[src/rtl/stack_cmd_ctrl.sv]
// rtl/stack_cmd_ctrl.sv - command sequencer in front of a dual-stack storage block
// Turns host commands into single push/pop strobes and returns one response per command.
module stack_cmd_ctrl #(
  parameter int POP_LAT = 1
) (
  input  logic       clk,
  input  logic       rst_n,
  input  logic       cmd_valid,
  output logic       cmd_ready,
  input  logic [2:0] cmd_op,
  input  logic       cmd_sel,
  input  logic [7:0] cmd_data,
  output logic       rsp_valid,
  output logic [7:0] rsp_data,
  output logic       rsp_err,
  output logic       stack_select,
  output logic       push,
  output logic       pop,
  output logic [7:0] data_in,
  input  logic [7:0] stk_data,
  input  logic       s0_empty,
  input  logic       s0_full,
  input  logic       s1_empty,
  input  logic       s1_full
);

  typedef enum logic [2:0] {IDLE, EXEC, POP_WAIT, PUSH_A, PUSH_B} state_t;

  localparam logic [2:0] OP_NOP    = 3'd0;
  localparam logic [2:0] OP_PUSH   = 3'd1;
  localparam logic [2:0] OP_POP    = 3'd2;
  localparam logic [2:0] OP_MOVE   = 3'd3;
  localparam logic [2:0] OP_DUP    = 3'd4;
  localparam logic [2:0] OP_STATUS = 3'd5;
  localparam logic [1:0] LAT       = 2'(POP_LAT);

  state_t     state_q, state_d;
  logic [2:0] op_q;
  logic       sel_q;
  logic [7:0] data_q;
  logic [7:0] hold_q, hold_d;
  logic [1:0] cnt_q, cnt_d;
  logic [7:0] rsp_data_q;
  logic       rsp_err_q;

  logic       rv, re, psh, pp, ss, reject, capture;
  logic [7:0] rd, din;
  logic       sel_empty, sel_full, oth_full;

  assign sel_empty = sel_q ? s1_empty : s0_empty;
  assign sel_full  = sel_q ? s1_full  : s0_full;
  assign oth_full  = sel_q ? s0_full  : s1_full;

  always_comb begin
    state_d = state_q;
    cnt_d   = cnt_q;
    rv      = 1'b0;
    re      = 1'b0;
    rd      = 8'h00;
    psh     = 1'b0;
    pp      = 1'b0;
    ss      = 1'b0;
    din     = 8'h00;
    reject  = 1'b0;
    capture = 1'b0;
    case (state_q)
      IDLE: begin
        if (cmd_valid) state_d = EXEC;
      end
      EXEC: begin
        case (op_q)
          OP_NOP:    ;
          OP_STATUS: rd = {4'b0000, s1_full, s1_empty, s0_full, s0_empty};
          OP_PUSH:   reject = sel_full;
          OP_POP:    reject = sel_empty;
          OP_MOVE:   reject = sel_empty | oth_full;
          OP_DUP:    reject = sel_empty | sel_full;
          default:   reject = 1'b1;
        endcase
        if (reject) begin
          rv      = 1'b1;
          re      = 1'b1;
          rd      = 8'h00;
          state_d = IDLE;
        end else if (op_q == OP_POP || op_q == OP_MOVE || op_q == OP_DUP) begin
          pp = 1'b1;
          ss = sel_q;
          // With zero pop latency the word is already on stk_data in this cycle.
          if (POP_LAT == 0) begin
            capture = 1'b1;
          end else begin
            state_d = POP_WAIT;
            cnt_d   = 2'd1;
          end
        end else begin
          rv      = 1'b1;
          state_d = IDLE;
          if (op_q == OP_PUSH) begin
            psh = 1'b1;
            ss  = sel_q;
            din = data_q;
            rd  = data_q;
          end
        end
      end
      POP_WAIT: begin
        if (cnt_q == LAT) capture = 1'b1;
        else              cnt_d = cnt_q + 2'd1;
      end
      PUSH_A: begin
        psh = 1'b1;
        din = hold_q;
        if (op_q == OP_MOVE) begin
          ss      = ~sel_q;
          rv      = 1'b1;
          rd      = hold_q;
          state_d = IDLE;
        end else begin
          ss      = sel_q;
          state_d = PUSH_B;
        end
      end
      PUSH_B: begin
        psh     = 1'b1;
        ss      = sel_q;
        din     = hold_q;
        rv      = 1'b1;
        rd      = hold_q;
        state_d = IDLE;
      end
      default: state_d = IDLE;
    endcase
    if (capture) begin
      if (op_q == OP_POP) begin
        rv      = 1'b1;
        rd      = stk_data;
        state_d = IDLE;
      end else begin
        state_d = PUSH_A;
      end
    end
    hold_d = capture ? stk_data : hold_q;
  end

  // Gating with rst_n keeps a sequence that is being reset from issuing anything.
  assign cmd_ready    = rst_n & (state_q == IDLE);
  assign rsp_valid    = rst_n & rv;
  assign push         = rst_n & psh;
  assign pop          = rst_n & pp;
  assign stack_select = rst_n & ss;
  assign data_in      = rst_n ? din : 8'h00;
  assign rsp_data     = !rst_n ? 8'h00 : (rv ? rd : rsp_data_q);
  assign rsp_err      = rst_n & (rv ? re : rsp_err_q);

  always_ff @(posedge clk) begin
    if (!rst_n) begin
      state_q    <= IDLE;
      op_q       <= 3'd0;
      sel_q      <= 1'b0;
      data_q     <= 8'h00;
      hold_q     <= 8'h00;
      cnt_q      <= 2'd0;
      rsp_data_q <= 8'h00;
      rsp_err_q  <= 1'b0;
    end else begin
      state_q <= state_d;
      cnt_q   <= cnt_d;
      hold_q  <= hold_d;
      if (state_q == IDLE && cmd_valid) begin
        op_q   <= cmd_op;
        sel_q  <= cmd_sel;
        data_q <= cmd_data;
      end
      if (rv) begin
        rsp_data_q <= rd;
        rsp_err_q  <= re;
      end
    end
  end

endmodule

[config.mk]
export PLATFORM = sky130hd
export DESIGN_NAME = stack_cmd_ctrl
export DESIGN_NICKNAME = d
export VERILOG_FILES = /design/src/rtl/stack_cmd_ctrl.sv
export SDC_FILE = /design/constraint.sdc
export NUM_CORES = 1
export LEC_CHECK = 0
export CAP_MARGIN = 20
export CORE_ASPECT_RATIO = 1.5
export CORE_MARGIN = 1
export CORE_UTILIZATION = 25
export DETAILED_ROUTE_END_ITERATION = 16
export GPL_ROUTABILITY_DRIVEN = 1
export SLEW_MARGIN = 20
export SYNTH_ARGS = -nofsm -noshare
export SYNTH_HDL_FRONTEND = slang
export SYNTH_SLANG_ARGS = --single-unit
[constraint.sdc]
create_clock -name clk -period 2.2 [get_ports clk]
set_clock_uncertainty 0.15 [all_clocks]
set_input_delay 0.22 -clock clk [delete_from_list [all_inputs] [get_ports clk]]
set_output_delay 0.22 -clock clk [all_outputs]
set_load 0.02 [all_outputs]
**After elaboration in Yosys (flattened, before gate mapping)**

Cells that the tools add are included.

- Output and inout port bits: 22
- Register bits: 34
- Input bits: 27

- Add/subtract/negate cells: 1
- Reductions and logical operators: 10
- Equal/unequal tests: 15
- Mux-type cells: 54
- Bitwise logic cells: 9

Operators by type and width:

| cell | number |
|---|---|
| $mux 8 | 12 |
| $mux 1 | 24 |
| $pmux 8 s3 | 1 |
| $pmux 8 s2 | 1 |
| $eq 3x2->1 const B | 4 |
| $mux 2 | 6 |
| $pmux 3 s4 | 1 |
| $eq 3x3->1 const B | 3 |
| $mux 3 | 3 |
| $ne 2x2->1 const B | 4 |
| $and 1x1->1 | 6 |
| $eq 3x1->1 const B | 2 |
| $logic_not 3->1 | 2 |
| $pmux 1 s3 | 2 |
| $pmux 1 s5 | 1 |
| $mux 4 | 1 |
| $pmux 2 s2 | 1 |
| $reduce_and 4->1 | 1 |
| $reduce_or 2->1 | 2 |
| $ne 3x3->1 const B | 1 |
| $add 2x1->2 const B | 1 |
| $eq 2x1->1 const B | 1 |
| $logic_or 1x1->1 | 2 |
| $or 1x1->1 | 2 |
| other kinds (5) | 5 |

**Depth between registers and ports, before layout**

Gate-level depths: netlist of the first run.

- Depth in word-level cells: 10
- Depth in mapped cells: 10
- Gate-level depth less buffers: 7

**Worst setup path after synthesis of the first run**

Ideal clock, no wire load.

- Path type: reg2out
- From: register cnt_q[1]
- To: output port rsp_data[0]
- Slack: -252 ps
- Stages on the path, launching flop included: 11
- Data arrival time: 2082 ps
- Data required time: 1830 ps
- Cells stage by stage: dfxtp_1 inv_1 ha_1 nand4bb_1 buf_4 nor2_4 a211o_1 buf_4 or2_1 buf_4 a311oi_2

- Longest elaborated chain between the ends: 6
- Elaborated cells between the ends (all ways): 7

RTL lines:

| item | RTL line | text |
|---|---|---|
| start, declared | 42 | `logic [1:0] cnt_q, cnt_d;` |
| start signal, assigned | 167 | `cnt_q <= cnt_d;` |
| $eq 2x1->1 * | 107 | `if (cnt_q == LAT) capture = 1'b1;` |
| $mux 1 * | 107 |  |
| $mux 1 * | 66 | `case (state_q)` |
| $mux 8 / $mux 1 (equally long branches) | 133 | `if (capture) begin` |
| $mux 8 * (2 in series) | -- |  |
| end, declared | 14 | `output logic [7:0] rsp_data,` |

Mark *: on every way between the ends. The rest lies on a longest branch, timed or not.

**Final worst setup path of the first run**

- From: register op_q[1]
- To: output port rsp_data[1]

- Longest elaborated chain between the ends: 10
- Elaborated cells between the ends (all ways): 27

RTL lines:

| item | RTL line | text |
|---|---|---|
| start, declared | 38 | `logic [2:0] op_q;` |
| start signal, assigned | 170 | `op_q <= cmd_op;` |
| $eq 3x3->1, or another cell as far along | 71 | `case (op_q)` |
| $reduce_or 2->1 (no line), or another cell as far along | -- |  |
| $pmux 1 s5, or another cell as far along | 71 |  |
| $mux 1, or another cell as far along | 66 |  |
| $mux 8 / $mux 1 (equally long branches) | 80 | `if (reject) begin` |
| $pmux 8 s3 / $pmux 1 s3 (equally long branches) | 66 |  |
| $mux 8 / $mux 1 (equally long branches) | 134 | `if (op_q == OP_POP) begin` |
| $mux 8 / $mux 1 (equally long branches) | 133 |  |
| $mux 8 * (2 in series) | -- |  |

Mark *: on every way between the ends. The rest lies on a longest branch, timed or not. The select of a mux whose other input is x is not followed.

==> qor.csv, run 1 <==
metric,value,unit
netlist_area,1996,um2
ios,49,
drc,0,
worstPathMaxFanout,6,
gp_congestion,0.8779,
power_density,594.1,nW/um2
finalPower,2.141,mW
final_min_period_over_clock_period,120.5,%
worst_ep_required_time,1830,ps
post-synth-top-count-cell,nand2_1,
grt_pass1_vias,2127,
ys_warn_count,0,
fp.dieW,74.95,um
max-slew-margin-rel,69.23,%
drtAntennaViolNets,0,
tightest_slew,460.4,ps
startpoint_type,flip-flop,
drv_slew,0,
wl,6446,um
drt_iter0_markers,121,
crit_type,flip-flop to output port,
cts_tree,yes,
setup_violations,21,
synth_edf_count,0,
finalHoldViolCount,0,
grt_max_degree,20,
clk_latency,280,ps
clock_sinks,34,
clkTransAtPathRegs,50,ps
h-tree-depth,2,
yosysTopAreaCell,dfxtp_1,
cts_buffers,5,
grtUsageTotal,16.43,%
syn_to_final_growth,80.56,%
antennaDiodeCount,0,
postCtsHoldBufs,0,
hold_ws,312.2,ps
synth_common_cells,"53 x nand2_1, 34 x dfxtp_1, 27 x a21oi_1",
die_y,111.4,um
core,7661,um2
vias,2159,
status,"complete, but fails checks",
synthCells,239,
nets,381,
rsz0062_at_grt,yes,
initial_core_util,26.05,%
rows,39,
drive_above_1_share,45.89,%
globalRouteOverflowTotal,0,
setup_slack,-451.6,ps
dp_hpwl,4768,um
synth_nets,267,
yosys-top-cells-area,"dfxtp_1 34%, nand2_1 10%, a21oi_1 6.8%",
grt_pass1_wl,10350,um
failed_checks,negative setup slack,
clk_path_buf_depth,2,
die-area,8351,um2
antenna_found_initial,0,
setup.worst_path.end_class,output port,
cap_violations,0,
worstPathArrival,2280,ps
drt-pass1-iter-count,7,
syn_avg_cell_area,8.350,um2
synth_ff_type,dfxtp_1,
routed_via_density,4.745,
synth-seq-cells,34,
synthArstFlopShare,0,%
fillers,737,
wl_per_cell,14.17,um
root_buffer,clkbuf_16,
io_buffers,48,
ir_worst_vdd,348.2,uV
synth-seq-area-share,34.11,%
clock.fmax,377.1,MHz
synthDistinctLibCells,52,
leakage,1.386,nW
period_minus_slack,2652,ps
hp-class,flip-flop to flip-flop,
synth_top_area_share,34.11,%
[layer usage]
layer	GRT usage (%)	wire length, um
met1	19.32	2654
met2	28.29	3414
met3	2.534	190
met4	7.547	187
met5	0	0
[state kept, by name, indices dropped and copies added, names as in the netlist]
signal,cells
data_q,8
hold_q,8
rsp_data_q,8
op_q,3
state_q,3
cnt_q,2
rsp_err_q,1
sel_q,1
[stage by stage]
step | setup WS [ps] | instance area, um2 | util [%] | setup TNS (ps) | instances
6_report | -451.6 | 3603 | 47.04 | -7222 | 455
2_1_floorplan | -90.44 | 2127 | - | -761.8 | 239
3_5_place_dp | -1000 | 3098 | 40.44 | -19800 | 431
5_1_grt | -541.9 | 3603 | 47.04 | -9193 | 455
3_3_place_gp | -985.5 | 3098 | 40.44 | -19040 | 431
4_1_cts | -441.9 | 3456 | 45.11 | -6994 | 449
[report_power, final]
group | internal (mW) | switching (mW) | leakage (nW)
clock | 0.558 | 0.258 | 0.0829
combinational | 0.336 | 0.289 | 1.02
sequential | 0.662 | 0.0381 | 0.280
[cell families (layout without fill, tap and decap cells)]
logic type,Yosys count,count (layout),share of synthesized area [%]
compound gates,69,69,28.15
mux,6,6,3.072
flops,34,34,34.11
fa+ha+maj,1,1,0.6269
buf+inv,23,137,7.084
simple gates,106,106,26.96
[final timing paths]
path / slack, ps / depth (start not counted) / start / to
worst min register to register: 310 / 2 / hold_q[6]$_SDFFE_PN0P_ / hold_q[6]$_SDFFE_PN0P_
worst max-delay path: -450 / 8 / op_q[1]$_SDFFE_PN0P_ / rsp_data[1]
worst max register to register: 0 / 8 / op_q[1]$_SDFFE_PN0P_ / rsp_data_q[1]$_DFF_P_
worst min-delay path: 310 / 2 / hold_q[6]$_SDFFE_PN0P_ / hold_q[6]$_SDFFE_PN0P_
[layout make-up]
class | instances | area, um2 | area share [%]
tap | 102 | 127.6 | 3.542
clock buffer | 6 | 138.9 | 3.854
multi-input combinational | 182 | 1451 | 40.28
clock inverter | 1 | 30.03 | 0.8333
timing repair buffer | 124 | 1141 | 31.67
inverter | 6 | 22.52 | 0.6250
sequential | 34 | 691.9 | 19.20
[critical path, stage by stage, from the launching register on]
cell and delay [ps]:
dfxtp_4 380, buf_6 130, nor2b_4 40, a2111o_1 450, o32ai_4 310, buf_6 180, nor3_4 50, a311oi_4 300
buf_6 160
[repair_timing]
| item | in CTS | in global routing |
|---|---|---|
| setup buffers | 11 | 8 |
| gates cloned | 1 | 0 |
| setup endpoints to repair | 24 | 23 |
| gates resized for setup | 144 | 31 |
| pin swaps | 20 | 2 |
[layout by cell type, fill, tap and decap left out, types with 3 or more instances in the layout]
cell	n
nand2_1	49
a21oi_2	3
inv_1	4
dlygate4sd2_1	3
or3_4	3
buf_6	23
o21ai_0	3
clkdlybuf4s50_1	24
a21oi_1	23
dfxtp_2	3
a22oi_1	10
buf_12	5
nor3_2	3
clkbuf_16	5
nor3_1	8
a311oi_4	8
nor2_1	13
dfxtp_1	29
mux2i_1	4
buf_4	68
Note: power is estimated with default switching activity, not from simulation.
==> inputs of run 2 (changes only) <==
Settings changed: PLACE_DENSITY set to 0.51, REMOVE_ABC_BUFFERS set to 1.
==> run 2 against run 1 <==
The flow still finishes with violations (negative setup slack). Clock power shrank 12%. Register-to-register slack lost 20 ps. Largest cell class unchanged. Core utilization shrank 3.7 points.
==> qor.csv, run 2 (synthesized netlist as in run 1, its figures left out) <==
metric,value,unit
status,"complete, but fails checks",
failed_checks,negative setup slack,
gp_congestion,0.8607,
power_frac_seq,35.3,%
drt_iter0_markers,101,
root_buffer,clkbuf_16,
drt-pass1-iter-count,4,
final_min_period_over_clock_period,122.9,%
fp.dieW,74.95,um
fillers,789,
hp-class,flip-flop to flip-flop,
power_density,594.2,nW/um2
tightest_slew,527.7,ps
p_comb_share,28.1,%
cts_tree,yes,
drtAntennaViolNets,0,
syn_to_final_growth,66.27,%
wl,6724,um
r2r-start,op_q[2]$_SDFFE_PN0P_,
finalHoldViolCount,0,
grt_pass1_vias,2187,
grt_max_degree,14,
die-area,8351,um2
setup_slack,-504.5,ps
final_cell_mix,"71 x buf_4, 50 x nand2_1, 30 x dfxtp_1, 24 x clkdlybuf4s50_1, 23 x a21oi_1",
antenna_found_initial,0,
worst_ep_required_time,1830,ps
dp_hpwl,4856,um
wl_per_cell,15.04,um
drive_above_1_share,40.58,%
globalRouteOverflowTotal,0,
vias,2122,
clk_path_buf_depth,2,
ios,49,
hold_ws,309.8,ps
whs_endpoint,data_q[4]$_SDFFE_PN0P_,
max-slew-margin-rel,64.73,%
clock_sinks,34,
initial_core_util,26.05,%
cts_buffers,5,
leakage,1.285,nW
cap_violations,0,
startpoint_type,flip-flop,
drc,0,
final_common_cell,buf_4,
worstPathMaxFanout,7,
grtUsageTotal,17.15,%
setup_violations,22,
clock.fmax,369.7,MHz
clkPwrFrac,36.6,%
routed_via_density,4.747,
io_buffers,48,
drv_slew,0,
antennaDiodeCount,0,
r2r_cells,8,
crit_chain,"nor4b_4, a2111o_1, o32ai_4, buf_6, or2_4, buf_8, a311oi_4, buf_4",
reg2reg_slack,-20,ps
holdCritStartpoint,data_q[4]$_SDFFE_PN0P_,
period_minus_slack,2705,ps
worstPathArrival,2330,ps
crit_type,flip-flop to output port,
r2r-end,rsp_data_q[7]$_DFF_P_,
h-tree-depth,2,
ir_worst_vdd,290.7,uV
clk_latency,280,ps
die_y,111.4,um
rows,39,
switching_share,29.34,%
p_int,1.393,mW
core,7661,um2
slowest_stage,dfxtp_4,
whs_path_depth,2,
reg_top3,"data_q: 8 flops, hold_q: 8 flops, rsp_data_q: 8 flops",
rsz0062_at_grt,yes,
nets,372,
p_sw,0.5785,mW
grt_pass1_wl,10900,um
final_util,43.31,%
cp-startpoint,op_q[2]$_SDFFE_PN0P_,
clkTransAtPathRegs,60,ps
cp_slowest_stage_delay,380,ps
setup.worst_path.end_class,output port,
run 2: cell count changes in the layout (fill, tap and decap cells not counted), sizes merged:
| cell | previous run | this run |
|---|---|---|
| clkbuf | 6 | 7 |
| clkinvlp | 0 | 1 |
| bufinv | 1 | 0 |
| clkinv | 1 | 2 |
| buf | 97 | 87 |
run 2: final cells by class:
type | instances | area [um2] | area share, %
well taps | 102 | 127.6 | 3.846
repair buffers | 115 | 1017 | 30.66
multi-input cells | 182 | 1306 | 39.37
inverters | 6 | 22.52 | 0.6787
clock buffers | 6 | 138.9 | 4.186
clock inverters | 2 | 12.51 | 0.3771
flip-flops and latches | 34 | 693.2 | 20.89
run 2: through the flow:
stage,total power [mW],setup WS [ps],cell area [um2],setup TNS (ps),instances
final,1.972,-504.5,3318,-8432,447
after global routing,2.055,-609.9,3318,-11010,447
after CTS,1.956,-529.0,3226,-8758,445
after detailed placement,1.207,-1027,2950,-21850,429
after global placement,1.205,-986.2,2950,-21330,429
after floorplan,0.9377,-618.8,1877,-11180,222
run 2: layer usage:
metal,global-route usage [%],vias to the layer above,routed length [um]
li1,-,1069,-
met1,19.92,999,2879
met2,30.57,44,3497
met3,2.624,10,229
met4,6.289,0,117
met5,0,-,0
run 2: worst max path at each step:
stage,slack [ps],depth (start not counted),end
2_1_floorplan,-620,5,rsp_valid
6_report,-500,8,rsp_data[7]
5_1_grt,-610,8,rsp_data[6]
4_1_cts,-530,9,rsp_data[2]
3_5_place_dp,-1030,8,rsp_data[6]
3_3_place_gp,-990,8,rsp_data[5]
run 2: power by group through the flow:
stage / Sequential (mW) / Clock [mW] / Combinational, mW
2_1_floorplan: 0.708 / 0 / 0.230
3_3_place_gp: 0.708 / 0 / 0.497
3_5_place_dp: 0.707 / 0 / 0.500
4_1_cts: 0.695 / 0.737 / 0.525
5_1_grt: 0.701 / 0.757 / 0.597
6_report: 0.696 / 0.721 / 0.554
run 2: critical path: cells and delay by family, from the launching register on:
family          cells  cell delay (ps)
buf+inv             3              500
compound gates      3              600
flops               1              380
simple gates        2              570
run 2: what timing repair did:
action,4_1_cts,5_1_grt
pin swaps,15,9
setup endpoints to repair,31,25
hold buffers,0,0
gates cloned,1,0
setup buffers,7,2
gates resized for setup,133,15
